<file path="config.mk">
export PLATFORM = sky130hd
export DESIGN_NAME = eth_vlg_sp_frame_buf
export DESIGN_NICKNAME = d
export VERILOG_FILES = /design/src/rtl/eth_vlg_sp_frame_buf.sv
export SDC_FILE = /design/constraint.sdc
export NUM_CORES = 1
export LEC_CHECK = 0
export ABC_AREA = 1
export ABC_CLOCK_PERIOD_IN_PS = 6000
export BUFFER_PORTS_ARGS = -buffer_cell sky130_fd_sc_hd__buf_2
export CELL_PAD_IN_SITES_DETAIL_PLACEMENT = 0
export CELL_PAD_IN_SITES_GLOBAL_PLACEMENT = 2
export CORE_ASPECT_RATIO = 0.9
export CORE_MARGIN = 5
export CORE_UTILIZATION = 25
export CTS_CLUSTER_SIZE = 20
export DETAILED_ROUTE_END_ITERATION = 10
export GPL_TIMING_DRIVEN = 0
export PLACE_DENSITY = 0.65
export SYNTH_ARGS = -nofsm -noshare
export SYNTH_HDL_FRONTEND = slang
export SYNTH_SLANG_ARGS = --single-unit
</file>
<file path="constraint.sdc">
create_clock -name clk -period 6 [get_ports clk]
set_clock_uncertainty 0.15 [all_clocks]
set_input_delay 0.3 -clock clk [delete_from_list [all_inputs] [get_ports clk]]
set_output_delay 0.3 -clock clk [all_outputs]
set_load 0.02 [all_outputs]
</file>
<file path="src/rtl/eth_vlg_sp_frame_buf.sv">
// eth_vlg_sp_frame_buf
// Frame-aware byte FIFO controller in front of one single-port RAM with a
// registered read port (q valid one cycle after the read is issued).
// Bytes are stored as {last, byte}. A frame becomes readable only once its
// last byte has been accepted, which commits it.
// The write side and the read prefetch share the single RAM port. Writes
// win, except when the output side would otherwise starve. Reads use the
// cycles the writer leaves idle.
// Optional feature: define ETH_VLG_FBUF_DISCARD_EN to drop frames whose last
// byte arrives with wr_err=1. When it is not defined, wr_err has no effect.
module eth_vlg_sp_frame_buf #(
  parameter int AW = 11,
  parameter int DW = 9
) (
  input  logic          clk,
  input  logic          rst,
  input  logic          wr_v,
  input  logic [DW-2:0] wr_d,
  input  logic          wr_last,
  input  logic          wr_err,
  output logic          wr_rdy,
  output logic          rd_v,
  output logic [DW-2:0] rd_d,
  output logic          rd_last,
  input  logic          rd_rdy,
  output logic [AW-1:0] ram_a,
  output logic [DW-1:0] ram_d,
  output logic          ram_w,
  input  logic [DW-1:0] ram_q,
  output logic          ovf
);

  localparam logic [AW-1:0] PTR_MAX = {AW{1'b1}};
  localparam logic [AW-1:0] PTR_ONE = {{(AW-1){1'b0}}, 1'b1};

  typedef enum logic [1:0] {
    ST_INIT    = 2'd0,
    ST_IDLE    = 2'd1,
    ST_DISCARD = 2'd2
  } state_t;

  state_t        state_r;
  logic          ovf_r;
  logic [AW-1:0] wr_ptr_r;
  logic [AW-1:0] cmt_ptr_r;
  logic [AW-1:0] rd_ptr_r;
  logic [AW-1:0] iss_ptr_r;
  logic          inflight_r;
  logic          head_v_r;
  logic [DW-1:0] head_d_r;
  logic          skid_v_r;
  logic [DW-1:0] skid_d_r;

  logic [AW-1:0] used_s;
  logic [AW-1:0] pend_s;
  logic          full_s;
  logic          readable_s;
  logic [1:0]    occ_s;
  logic          starve_s;
  logic          wr_rdy_s;
  logic          wr_acc_s;
  logic          wr_mem_s;
  logic          rd_iss_s;
  logic          ovf_hit_s;
  logic          bad_s;
  logic          commit_s;
  logic          rollback_s;
  logic          pop_s;

  assign used_s     = wr_ptr_r - rd_ptr_r;
  assign pend_s     = wr_ptr_r - cmt_ptr_r;
  assign full_s     = (used_s == PTR_MAX);
  // The issue pointer stops at the commit pointer, so the frame still being
  // written is never prefetched.
  assign readable_s = (iss_ptr_r != cmt_ptr_r);
  assign occ_s      = {1'b0, head_v_r} + {1'b0, skid_v_r} + {1'b0, inflight_r};
  // The head being empty implies the skid entry is empty as well.
  assign starve_s   = ~head_v_r & readable_s & ~inflight_r;

`ifdef ETH_VLG_FBUF_DISCARD_EN
  assign bad_s = wr_err;
`else
  // wr_err is deliberately without effect in this build.
  assign bad_s = 1'b0 & wr_err;
`endif

  // Write-side ready: held off while full or when the reader must be fed first;
  // always ready while discarding.
  always_comb begin
    wr_rdy_s = 1'b0;
    case (state_r)
      ST_IDLE:    wr_rdy_s = ~full_s & ~starve_s;
      ST_DISCARD: wr_rdy_s = 1'b1;
      default:    wr_rdy_s = 1'b0;
    endcase
  end

  assign wr_acc_s   = wr_v & wr_rdy_s;
  assign wr_mem_s   = wr_acc_s & (state_r == ST_IDLE);
  assign commit_s   = wr_mem_s & wr_last & ~bad_s;
  assign rollback_s = wr_mem_s & wr_last & bad_s;
  // The frame fills the whole RAM on its own, so it can never complete.
  assign ovf_hit_s  = (state_r == ST_IDLE) & wr_v & full_s & (pend_s == PTR_MAX);
  assign rd_iss_s   = readable_s & (occ_s < 2'd2) & ~wr_mem_s & (state_r != ST_INIT);
  assign pop_s      = head_v_r & rd_rdy;

  assign wr_rdy  = wr_rdy_s;
  assign ram_w   = wr_mem_s;
  assign ram_a   = wr_mem_s ? wr_ptr_r : iss_ptr_r;
  assign ram_d   = wr_mem_s ? {wr_last, wr_d} : {DW{1'b0}};
  assign rd_v    = head_v_r;
  assign rd_d    = head_d_r[DW-2:0];
  assign rd_last = head_d_r[DW-1];
  assign ovf     = ovf_r;

  // Frame state machine: leaves reset through INIT, enters DISCARD on
  // overflow, and raises a one-cycle ovf pulse.
  always_ff @(posedge clk or negedge rst) begin
    if (!rst) begin
      state_r <= ST_INIT;
      ovf_r   <= 1'b0;
    end else begin
      case (state_r)
        ST_INIT: begin
          state_r <= ST_IDLE;
          ovf_r   <= 1'b0;
        end
        ST_IDLE: begin
          if (ovf_hit_s) begin
            state_r <= ST_DISCARD;
            ovf_r   <= 1'b1;
          end else begin
            ovf_r   <= 1'b0;
          end
        end
        ST_DISCARD: begin
          ovf_r <= 1'b0;
          if (wr_acc_s && wr_last) begin
            state_r <= ST_IDLE;
          end
        end
        default: begin
          state_r <= ST_IDLE;
          ovf_r   <= 1'b0;
        end
      endcase
    end
  end

  // Write and commit pointers: advance on stored bytes, commit on a good
  // last byte, and roll back to the last commit on overflow or a bad frame.
  always_ff @(posedge clk or negedge rst) begin
    if (!rst) begin
      wr_ptr_r  <= {AW{1'b0}};
      cmt_ptr_r <= {AW{1'b0}};
    end else begin
      if (ovf_hit_s || rollback_s) begin
        wr_ptr_r <= cmt_ptr_r;
      end else if (wr_mem_s) begin
        wr_ptr_r <= wr_ptr_r + PTR_ONE;
      end
      if (commit_s) begin
        cmt_ptr_r <= wr_ptr_r + PTR_ONE;
      end
    end
  end

  // Read pointers: the issue pointer walks the prefetch, and the read
  // pointer frees RAM slots only when the consumer pops a byte.
  always_ff @(posedge clk or negedge rst) begin
    if (!rst) begin
      iss_ptr_r  <= {AW{1'b0}};
      rd_ptr_r   <= {AW{1'b0}};
      inflight_r <= 1'b0;
    end else begin
      inflight_r <= rd_iss_s;
      if (rd_iss_s) begin
        iss_ptr_r <= iss_ptr_r + PTR_ONE;
      end
      if (pop_s) begin
        rd_ptr_r <= rd_ptr_r + PTR_ONE;
      end
    end
  end

  // Two-entry output buffer: the head drives rd_*, and the skid entry
  // catches a returning read while the head is stalled.
  always_ff @(posedge clk or negedge rst) begin
    if (!rst) begin
      head_v_r <= 1'b0;
      head_d_r <= {DW{1'b0}};
      skid_v_r <= 1'b0;
      skid_d_r <= {DW{1'b0}};
    end else begin
      if (pop_s || !head_v_r) begin
        if (skid_v_r) begin
          head_v_r <= 1'b1;
          head_d_r <= skid_d_r;
          skid_v_r <= inflight_r;
          if (inflight_r) begin
            skid_d_r <= ram_q;
          end
        end else if (inflight_r) begin
          head_v_r <= 1'b1;
          head_d_r <= ram_q;
        end else begin
          head_v_r <= 1'b0;
        end
      end else if (inflight_r) begin
        skid_v_r <= 1'b1;
        skid_d_r <= ram_q;
      end
    end
  end

endmodule

</file>
# Word-level counts from Yosys, hierarchy flattened
# Cells that the tools add are included.
# totals
word_cells,74
out_inout_bits,33
input_bits,23
ff_bits,68
# classes
n_addsub,7
mux,20
n_eq_ne,8
reduce_logical,9
bitwise,18
order_cmp,1
# ops
op,n
$mux 9,6
$add 11x1->11 const B,3
$mux 11,3
$eq 11x11->1 const B,2
$sub 11x11->11,2
$and 1x1->1,13
$ne 11x11->1,1
$reduce_bool 2->1,4
$mux 1,7
$ne 2x2->1 const B,3
$not 1->1,5
$mux 2,2
$pmux 2 s2,1
$reduce_and 2->1,2
$add 1x1->2,1
$add 2x1->2,1
$eq 2x1->1 const B,1
$eq 2x2->1 const B,1
$lt 2x2->1 const B,1
$pmux 1 s2,1
$logic_and 1x1->1,1
$logic_not 1->1,1
$logic_or 1x1->1,1

# Depth between registers and ports, before layout
# Gate-level depths: netlist of the first run.
# logic_depth
depth_word,11
ltp_mapped,20
ltp_nobuf,19

# Worst setup path before layout of the first run
# No wires, ideal clock.
# synth_timing
kind,register to output
start,register wr_ptr_r[0]
end,output ram_a[6]
n_path_buf,0
stages_incl_launch_ff,16
t_arrival_ns,2.553
required_time_ns,5.550
setup_slack_ns,2.997
path_cell_list,dfrtp_1 -> inv_1 -> ha_1 -> fa_1 -> inv_1 -> nand3_1 -> nand2_1 -> xor2_1 -> nand3_1 -> nor2_1 -> nand3_2 -> nand2_2 -> nand2_2 -> nand4_4 -> inv_2 -> o21ai_0
# synth_between
elab_chain_cells,8
# synth_rtl
element,line,rtl
from (decl),44,logic [AW-1:0] wr_ptr_r;
from (signal assigned),154,wr_ptr_r <= {AW{1'b0}};
from (signal assigned),158,wr_ptr_r <= cmt_ptr_r;
from (signal assigned),160,wr_ptr_r <= wr_ptr_r + PTR_ONE;
$sub 11x11->11,70,assign used_s = wr_ptr_r - rd_ptr_r;
$eq 11x11->1,72,assign full_s = (used_s == PTR_MAX);
$not 1->1,92,ST_IDLE: wr_rdy_s = ~full_s & ~starve_s;
$and 1x1->1,92,
$pmux 1 s2,91,case (state_r)
$and 1x1->1,98,assign wr_acc_s = wr_v & wr_rdy_s;
$and 1x1->1,99,assign wr_mem_s = wr_acc_s & (state_r == ST_IDLE);
net ram_w,28,"output logic ram_w,"
$mux 11,109,assign ram_a = wr_mem_s ? wr_ptr_r : iss_ptr_r;
to (decl),26,"output logic [AW-1:0] ram_a,"
# The timed path passes the listed nets, and every way through them passes these cells.

# Worst setup path after layout of the first run
# layout_timing
start,register wr_ptr_r[0]
end,output ram_a[10]
# layout_between
elab_chain_cells,8
# layout_rtl
element,line
$sub 11x11->11,70
$eq 11x11->1,72
$not 1->1,92
$and 1x1->1,92
$pmux 1 s2,91
$and 1x1->1,98
$and 1x1->1,99
$mux 11,109
# Every way passes these cells.

==> results.sh, run 1 <==
export IMPL_first_pass_iters=4
export IMPL_worstPathArrival_ns=3.47
export IMPL_dieArea_um2=23300
export IMPL_yosysTopAreaCellShare=0.334
export IMPL_rrSetupSlack_ns=2.72
export IMPL_cts_buffers=9
export IMPL_crit_buf_inv=5
export IMPL_vias=4742
export IMPL_r2r_end="wr_ptr_r[7]"
export IMPL_root_buffer="clkbuf_16"
export IMPL_worst_slew_pin_slew_ns=0.898
export IMPL_grt_pass1_vias=4781
export IMPL_p_per_area_nw_per_um2=479
export IMPL_nNetsFinal=841
export IMPL_period_minus_slack_ns=3.92
export IMPL_grt_pass1_wl_um=25700
export IMPL_yosys_top_cells_area="dfrtp_1 (33%), nand2_1 (17%), inv_1 (7.3%), ha_1 (6.6%), nand3_1 (6.1%)"
export IMPL_drcViolationCount=0
export IMPL_clockBufferDepth=2
export IMPL_max_stage_delay_ns=0.42
export IMPL_yosysSeqAreaShare=0.334
export IMPL_clock_sinks=68
export IMPL_timing_setup_tns_ns=0
export IMPL_drv_cap=0
export IMPL_post_cts_buffers=0
export IMPL_hold_buffers=1
export IMPL_yosysUniqueCellTypes=44
export IMPL_dp_slack_ns=2.37
export IMPL_initial_core_util=0.255
export IMPL_crit_start="wr_ptr_r[0]"
export IMPL_power_leakage_nw=3.27
export IMPL_crit_path_start_kind="flip-flop"
export IMPL_synthCells=722
export IMPL_cts_htree_levels=3
export IMPL_worstPathRequired_ns=5.55
export IMPL_cts_tree="done"
export IMPL_cp_top_family="simple AND/OR/NAND/NOR gates"
export IMPL_synth_edf_count=0
export IMPL_synthFlopType="dfrtp_1"
export IMPL_setup_viol_count_final=0
export IMPL_crit_fanout=10
export IMPL_grt_setup_unrepaired="no"
export IMPL_hold_depth=2
export IMPL_synth_avg_cell_area_um2=7.05
export IMPL_crit_path_cell_trace="inv_1, ha_1, fa_1, inv_1, nand3_1, nand2_1, xor2_1, nand3_1, nor2_1, nand3_2, nand2_2, nand2_2, nand4_4, buf_8, buf_6, nand2_1, o21ai_1, buf_2"
export IMPL_postRouteAntennaNets=0
export IMPL_ios=56
export IMPL_setup_ws_ns=2.08
export IMPL_worst_path_stages=18
export IMPL_fillCellCount=2210
export IMPL_clk_pin_slew_ns=0.07
export IMPL_grt_ovfl_total=0
export IMPL_post_drt_wl_per_cell_um=15.3
export IMPL_hold_violations=0
export IMPL_finalMaxSlewViolations=0
export IMPL_rows=49
export IMPL_synth_fp_nets=774
export IMPL_grt_max_degree=52
export IMPL_place_hpwl_um=12400
export IMPL_drt_initial_drc_count=201
export IMPL_clkLatencyLatePin_ns=0.34
export IMPL_layout_commonest_cell="nand2_1"
export IMPL_cp_endpoint="ram_a[10]"
export IMPL_syn2layout_area_growth_pct=18.4
export IMPL_drt_total_wl_um=16000
export IMPL_hp_class="in2reg"
export IMPL_io_buffers=54
export IMPL_cts_resized=0
export IMPL_ys_warn_count=0
export IMPL_cpMaxStageDelayCell="dfrtp_1"
export IMPL_antenna_diode_count=0
export IMPL_final_cell_mix="nand2_1 (232), inv_1 (99), dfrtp_1 (68)"
export IMPL_worstSetupPathType="reg2out"
export IMPL_dieHeight_um=145
export IMPL_drive_above_1_share=0.149
export IMPL_outcome="complete, no violations"
export IMPL_vias_per_cell=4.52
export IMPL_coreArea_um2=20000
export IMPL_r2r_start="wr_ptr_r[0]"
export IMPL_ys_ff_latch=68
export IMPL_gp_congestion=0.821
export IMPL_relSlewSlack=0.397
export IMPL_antenna_found_initial=0
export IMPL_async_flop_share=1.00
export IMPL_period_share=0.654
export IMPL_timing_fmax_ghz=0.255
export IMPL_ff2ff_path_depth=19
export IMPL_irDropWorstVdd_mv=0.184
export IMPL_syn_cell_area_um2=5090
export IMPL_yosys_area_top_type="dfrtp_1"
export IMPL_cp_end_kind="output pin"
export IMPL_track_usage=0.139
export IMPL_fp_dieW_um=160
-- through the flow --
stage | utilization | cell area (um2) | power [mW] | std cells | hold slack [ns]
after floorplan | - | 5090 | 1.89 | 722 | -0.146
after global placement | 0.284 | 5680 | 2.35 | 1031 | 0.331
after detailed placement | 0.286 | 5710 | 2.36 | 1032 | 0.0743
after CTS | 0.301 | 6030 | 2.93 | 1049 | 0.0355
after global routing | 0.301 | 6030 | 3.16 | 1049 | 0.0446
final | 0.301 | 6030 | 2.89 | 1049 | 0.0497
-- cell usage after synthesis, types with 8 or more instances --
cell     instances
ha_1            27
nand4_1         18
xor2_1          33
nand2_1        232
nand3_1         62
dfrtp_1         68
nor2_1          46
mux2_2           9
nor3_1          13
a31oi_1          9
o21ai_1         13
inv_1           99
o21ai_0          8
a21oi_1         17
-- cell type report --
type / count / area (um2) / share of cell area
repair buffers: 56 / 310 / 0.0515
multi-input cells: 526 / 2840 / 0.472
well taps: 255 / 319 / 0.0529
flip-flops and latches: 68 / 1700 / 0.282
plain buffers: 22 / 149 / 0.0247
clock inverters: 7 / 81.3 / 0.0135
inverters: 106 / 398 / 0.0660
clock buffers: 9 / 225 / 0.0374
-- report_power, final --
| part | switching, mW | internal, mW | total (mW) |
|---|---|---|---|
| clock network | 0.231 | 0.328 | 0.558 |
| logic | 1.00 | 0.582 | 1.58 |
| registers | 0.145 | 0.602 | 0.747 |
| total | 1.38 | 1.51 | 2.89 |
-- cell families after synthesis --
| logic type | share of synthesized area |
|---|---|
| buffers and inverters | 0.107 |
| DFF | 0.334 |
| and+or+nand+nor | 0.330 |
| xor gates and xnor gates | 0.0671 |
| muxes | 0.0199 |
| AOI/OAI and AO/OA | 0.0666 |
| adders and majority gates | 0.0742 |
-- worst min-delay path by stage --
stage | from | endpoint | slack [ns]
floorplan | rst | cmt_ptr_r[0] | -0.15
global placement | rd_ptr_r[3] | rd_ptr_r[3] | 0.33
detailed placement | rst | cmt_ptr_r[2] | 0.07
CTS | ram_q[6] | skid_d_r[6] | 0.04
global route | ram_q[0] | skid_d_r[0] | 0.04
finish | ram_q[6] | skid_d_r[6] | 0.05
-- per-layer routing --
layer / share of wire / vias up / wire length, um / global-route usage
met5: 0 / - / 0 / 0
met4: 0.010 / 0 / 161 / 0.0314
met3: 0.032 / 11 / 518 / 0.0300
met2: 0.44 / 72 / 7060 / 0.218
met1: 0.52 / 2221 / 8280 / 0.196
li1: - / 2438 / - / -
-- worst reg2reg max path: stages, from the launching register on --
cell and delay, ns:
dfrtp_1 0.43, inv_1 0.24, ha_1 0.19, inv_1 0.06, fa_1 0.50, nand3_1 0.15, a21oi_1 0.10, nor2_1 0.10
nand2_1 0.05, nand2_1 0.06, inv_1 0.04, nor2_1 0.09, nand3_1 0.10, nor2_2 0.23, nand3_2 0.16, buf_2 0.24
nand2_1 0.09, nand2_1 0.07, nand2_1 0.06, nand2_1 0.05
-- registers in the layout, summed over array words and instances (netlist names) --
name,count
cmt_ptr_r,11
head_d_r,9
inflight_r,1
iss_ptr_r,11
ovf,1
rd_ptr_r,11
rd_v,1
skid_d_r,9
skid_v_r,1
state_r,2
wr_ptr_r,11
(Power assumes the default switching activity.)
==> run 2, diff against run 1 <==
ABC_CLOCK_PERIOD_IN_PS = 3570   (was 6000)
PLACE_DENSITY = 0.67   (was 0.65)
clock period = 3.57 ns   (was 6 ns; I/O delays follow)
==> run 2 against run 1 <==
Against the previous run:
- clock-buffer cell count stayed put
- highest routed layer unchanged
- combinational power rose by 76%
- via count about the same
- critical path type unchanged
==> results.sh, run 2 (synthesized netlist as in run 1, its figures left out) <==
export IMPL_postRouteAntennaNets=0
export IMPL_worstPathRequired_ns=3.24
export IMPL_drive_above_1_share=0.173
export IMPL_outcome="complete, no violations"
export IMPL_power_leakage_nw=3.35
export IMPL_dp_slack_ns=0.167
export IMPL_drcViolationCount=0
export IMPL_finalInstanceArea_um2=6290
export IMPL_drt_initial_drc_count=221
export IMPL_crit_fanout=10
export IMPL_cts_htree_levels=3
export IMPL_seq_area_um2=1710
export IMPL_first_pass_iters=4
export IMPL_timing_setup_tns_ns=0
export IMPL_cp_end_kind="output pin"
export IMPL_worstSetupPathType="reg2out"
export IMPL_grt_pass1_wl_um=24900
export IMPL_relSlewSlack=0.360
export IMPL_dpl_cell_area_um2=5710
export IMPL_period_share=0.930
export IMPL_grt_max_degree=48
export IMPL_syn2layout_area_growth_pct=23.5
export IMPL_hold_depth=4
export IMPL_vias=4744
export IMPL_gp_congestion=0.801
export IMPL_grt_pass1_vias=4747
export IMPL_multi_input_area_um2=2910
export IMPL_dieHeight_um=145
export IMPL_p_per_area_nw_per_um2=794
export IMPL_clk_pin_slew_ns=0.06
export IMPL_fp_dieW_um=160
export IMPL_irDropWorstVdd_mv=0.324
export IMPL_drv_cap=0
export IMPL_vias_per_cell=4.46
export IMPL_drt_total_wl_um=15400
export IMPL_clkLatencyLatePin_ns=0.34
export IMPL_place_hpwl_um=12200
export IMPL_ff2ff_path_depth=19
export IMPL_utilization=0.315
export IMPL_io_buffers=54
export IMPL_clock_sinks=68
export IMPL_hp_class="in2reg"
export IMPL_cts_tree="done"
export IMPL_nNetsFinal=857
export IMPL_initial_core_util=0.255
export IMPL_clockBufferDepth=2
export IMPL_cts_buffers=9
export IMPL_rows=49
export IMPL_crit_path_start_kind="flip-flop"
export IMPL_hold_violations=0
export IMPL_timing_fmax_ghz=0.301
export IMPL_antenna_found_initial=0
export IMPL_setup_viol_count_final=0
export IMPL_antenna_diode_count=0
export IMPL_final_cell_mix="nand2_1 (231), inv_1 (96), dfrtp_1 (65)"
export IMPL_track_usage=0.133
export IMPL_finalMaxSlewViolations=0
export IMPL_ios=56
export IMPL_post_drt_wl_per_cell_um=14.4
export IMPL_layout_commonest_cell="nand2_1"
export IMPL_coreArea_um2=20000
export IMPL_worst_slew_pin_slew_ns=0.954
export IMPL_dieArea_um2=23300
export IMPL_setup_ws_ns=0.252
export IMPL_period_minus_slack_ns=3.32
export IMPL_root_buffer="clkbuf_16"
export IMPL_grt_ovfl_total=0
export IMPL_fillCellCount=2148
export IMPL_worstPathArrival_ns=2.99
run 2: final timing paths:
| path | from | endpoint | slack, ns |
|---|---|---|---|
| worst max-delay path | wr_ptr_r[0] | ram_a[8] | 0.25 |
| worst min-delay path | wr_last | cmt_ptr_r[10] | 0.05 |
| worst max register to register | wr_ptr_r[0] | wr_ptr_r[3] | 0.52 |
| worst min register to register | rd_ptr_r[8] | rd_ptr_r[8] | 0.34 |
| max in group asynchronous | rst | wr_ptr_r[3] | 2.58 |
| min in group asynchronous | rst | head_d_r[5] | 0.13 |
run 2: worst max-delay path, stage by stage (launching register included):
cell and delay, ns:
dfrtp_1 0.41, inv_4 0.11, ha_4 0.15, fa_2 0.43, nor2_2 0.10, nand3_2 0.10
nor3_2 0.12, nand3_1 0.08, nor2_1 0.13, nand3_2 0.14, nand2_2 0.11, nand2_2 0.06
nand4_4 0.13, buf_8 0.15, buf_8 0.13, nand2_1 0.05, o21ai_1 0.09, buf_4 0.16
run 2: final cells by class:
type | count | area share
Inverter | 106 | 0.0643
Clock inverter | 6 | 0.0143
Tap cell | 255 | 0.0508
Timing Repair Buffer | 72 | 0.0764
Clock buffer | 9 | 0.0358
Multi-Input combinational cell | 526 | 0.462
Sequential cell | 68 | 0.271
Buffer | 22 | 0.0247
run 2: layer usage:
| metal | routed length, um | track usage | up-vias |
|---|---|---|---|
| met5 | 0 | 0 | - |
| met4 | 197 | 0.0331 | 0 |
| met3 | 547 | 0.0244 | 13 |
| met2 | 7160 | 0.216 | 62 |
| met1 | 7470 | 0.184 | 2201 |
| li1 | - | - | 2468 |
run 2: power by group:
group | internal, mW | switching [mW] | leakage [nW]
combinational | 1.07 | 1.71 | 2.34
sequential | 1.02 | 0.218 | 0.851
clock | 0.609 | 0.366 | 0.151
run 2: timing repair:
item                       CTS  global route
hold endpoints to repair    87             0
resized for setup            5            29
pin swaps                    0             8
setup endpoints to repair   20            20
buffers inserted             2             4
hold buffers                11             0
run 2: through the flow:
stage	cells	total power [mW]	hold slack [ns]
after floorplan	722	3.18	-0.267
after global placement	1031	3.89	0.277
final	1064	4.99	0.0458
after CTS	1060	4.94	0.0399
after global routing	1064	5.46	0.0637
after detailed placement	1032	3.90	-0.0448
==> run 3, diff against run 2 <==
PLACE_DENSITY = 0.72   (was 0.67)
==> run 3 against run 2 <==
Against the previous run:
- hold slack improved by 0.0052 ns
- critical path type unchanged
- worst setup slack worse by 0.011 ns
- sequential share of layout area up 0.16 points
==> results.sh, run 3 (synthesized netlist as in run 1, its figures left out) <==
export IMPL_relSlewSlack=0.367
export IMPL_first_pass_iters=4
export IMPL_clockBufferDepth=2
export IMPL_root_buffer="clkbuf_16"
export IMPL_clkLatencyLatePin_ns=0.34
export IMPL_outcome="complete, no violations"
export IMPL_seq_area_um2=1700
export IMPL_initial_core_util=0.255
export IMPL_cts_buffers=9
export IMPL_finalInstanceArea_um2=6240
export IMPL_period_minus_slack_ns=3.33
export IMPL_hold_violations=0
export IMPL_power_mw=4.86
export IMPL_grt_pass1_vias=4578
export IMPL_clk_pin_slew_ns=0.05
export IMPL_grt_pass1_wl_um=25200
export IMPL_layout_commonest_cell="nand2_1"
export IMPL_coreArea_um2=20000
export IMPL_setup_viol_count_final=0
export IMPL_ios=56
export IMPL_period_share=0.933
export IMPL_dpl_cell_area_um2=5710
export IMPL_power_leakage_nw=3.34
export IMPL_antenna_found_initial=0
export IMPL_postRouteAntennaNets=0
export IMPL_clock_sinks=68
export IMPL_fillCellCount=2251
export IMPL_utilization=0.312
export IMPL_grt_max_degree=64
export IMPL_crit_fanout=10
export IMPL_timing_setup_tns_ns=0
export IMPL_multi_input_area_um2=2920
export IMPL_worstSetupPathType="reg2out"
export IMPL_worstPathRequired_ns=3.24
export IMPL_worstPathArrival_ns=3.00
export IMPL_p_per_area_nw_per_um2=779
export IMPL_syn2layout_area_growth_pct=22.7
export IMPL_cts_tree="done"
export IMPL_fp_dieW_um=160
export IMPL_irDropWorstVdd_mv=0.287
export IMPL_vias=4668
export IMPL_place_hpwl_um=12200
export IMPL_final_cell_mix="nand2_1 (231), inv_1 (97), dfrtp_1 (66)"
export IMPL_drt_total_wl_um=15500
export IMPL_post_drt_wl_per_cell_um=14.5
export IMPL_grt_setup_unrepaired="no"
export IMPL_cts_htree_levels=3
export IMPL_vias_per_cell=4.38
export IMPL_antenna_diode_count=0
export IMPL_cp_end_kind="output pin"
export IMPL_io_buffers=54
export IMPL_gp_congestion=0.797
export IMPL_drt_initial_drc_count=143
export IMPL_nNetsFinal=859
export IMPL_timing_fmax_ghz=0.300
export IMPL_grt_ovfl_total=0
export IMPL_crit_path_start_kind="flip-flop"
export IMPL_dieHeight_um=145
export IMPL_drv_cap=0
export IMPL_drcViolationCount=0
export IMPL_track_usage=0.135
export IMPL_drive_above_1_share=0.170
export IMPL_finalMaxSlewViolations=0
export IMPL_hp_class="in2async"
export IMPL_rows=49
export IMPL_worst_slew_pin_slew_ns=0.944
export IMPL_dieArea_um2=23300
run 3: cell count changes in the layout (fill, tap and decap cells not counted), sizes merged:
cell,previous run,this run
bufinv,2,0
clkbuf,16,21
clkinvlp,2,0
inv,103,104
dlygate4sd3,11,12
clkinv,5,4
run 3: cell type report:
cell class	count	share of cell area
Buffer	22	0.0242
Clock buffer	13	0.0417
Clock inverter	2	0.00160
Inverter	106	0.0637
Multi-Input combinational cell	526	0.467
Sequential cell	68	0.273
Tap cell	255	0.0511
Timing Repair Buffer	74	0.0779
run 3: metrics by stage:
| step | worst slack [ns] | instances | hold slack [ns] |
|---|---|---|---|
| 2_1_floorplan | 0.689 | 722 | -0.267 |
| 3_3_place_gp | -0.0366 | 1031 | 0.280 |
| 3_5_place_dp | 0.000173 | 1032 | -0.145 |
| 4_1_cts | 0.000607 | 1063 | 0.0436 |
| 5_1_grt | 0.00473 | 1066 | 0.0498 |
| 6_report | 0.240 | 1066 | 0.0510 |
run 3: routing by layer:
metal | routed length, um | vias up | GRT usage
li1 | - | 2466 | -
met1 | 7650 | 2134 | 0.194
met2 | 7040 | 59 | 0.211
met3 | 688 | 9 | 0.0300
met4 | 110 | 0 | 0.0237
met5 | 0 | - | 0
run 3: worst paths after layout:
check,startpoint,to,slack (ns),cells past startpoint
worst min-delay path,rst,head_d_r[1],0.05,2
worst min register to register,rd_ptr_r[9],rd_ptr_r[9],0.35,1
min in group clk,wr_v,cmt_ptr_r[0],0.17,5
worst max register to register,wr_ptr_r[0],wr_ptr_r[3],0.39,20
max in group asynchronous,rst,wr_ptr_r[6],2.66,3
worst max-delay path,wr_ptr_r[9],ram_a[5],0.24,17
run 3: critical path, stage by stage (launching register included):
cell     delay (ns)
dfrtp_1        0.48
ha_1           0.43
a21oi_1        0.20
nand2_1        0.07
nand2_1        0.09
nand2_1        0.06
nor2_1         0.08
nand3_1        0.09
nor2_2         0.16
nand3_4        0.12
nand2_2        0.09
nand2_2        0.06
nand4_4        0.10
buf_8          0.13
buf_6          0.13
nand2_1        0.06
o21ai_1        0.10
buf_2          0.19
run 3: power by group:
group | switching (mW) | internal (mW)
Combinational | 1.72 | 1.07
Clock | 0.337 | 0.502
Sequential | 0.211 | 1.01
Total | 2.27 | 2.59
run 3: repair_timing:
item / 4_1_cts / 5_1_grt
resized for setup: 8 / 17
buffers inserted: 4 / 3
hold buffers: 12 / 0
endpoints found under the hold margin: 88 / 0
pin swaps: 1 / 6
endpoints found under the setup margin: 20 / 20
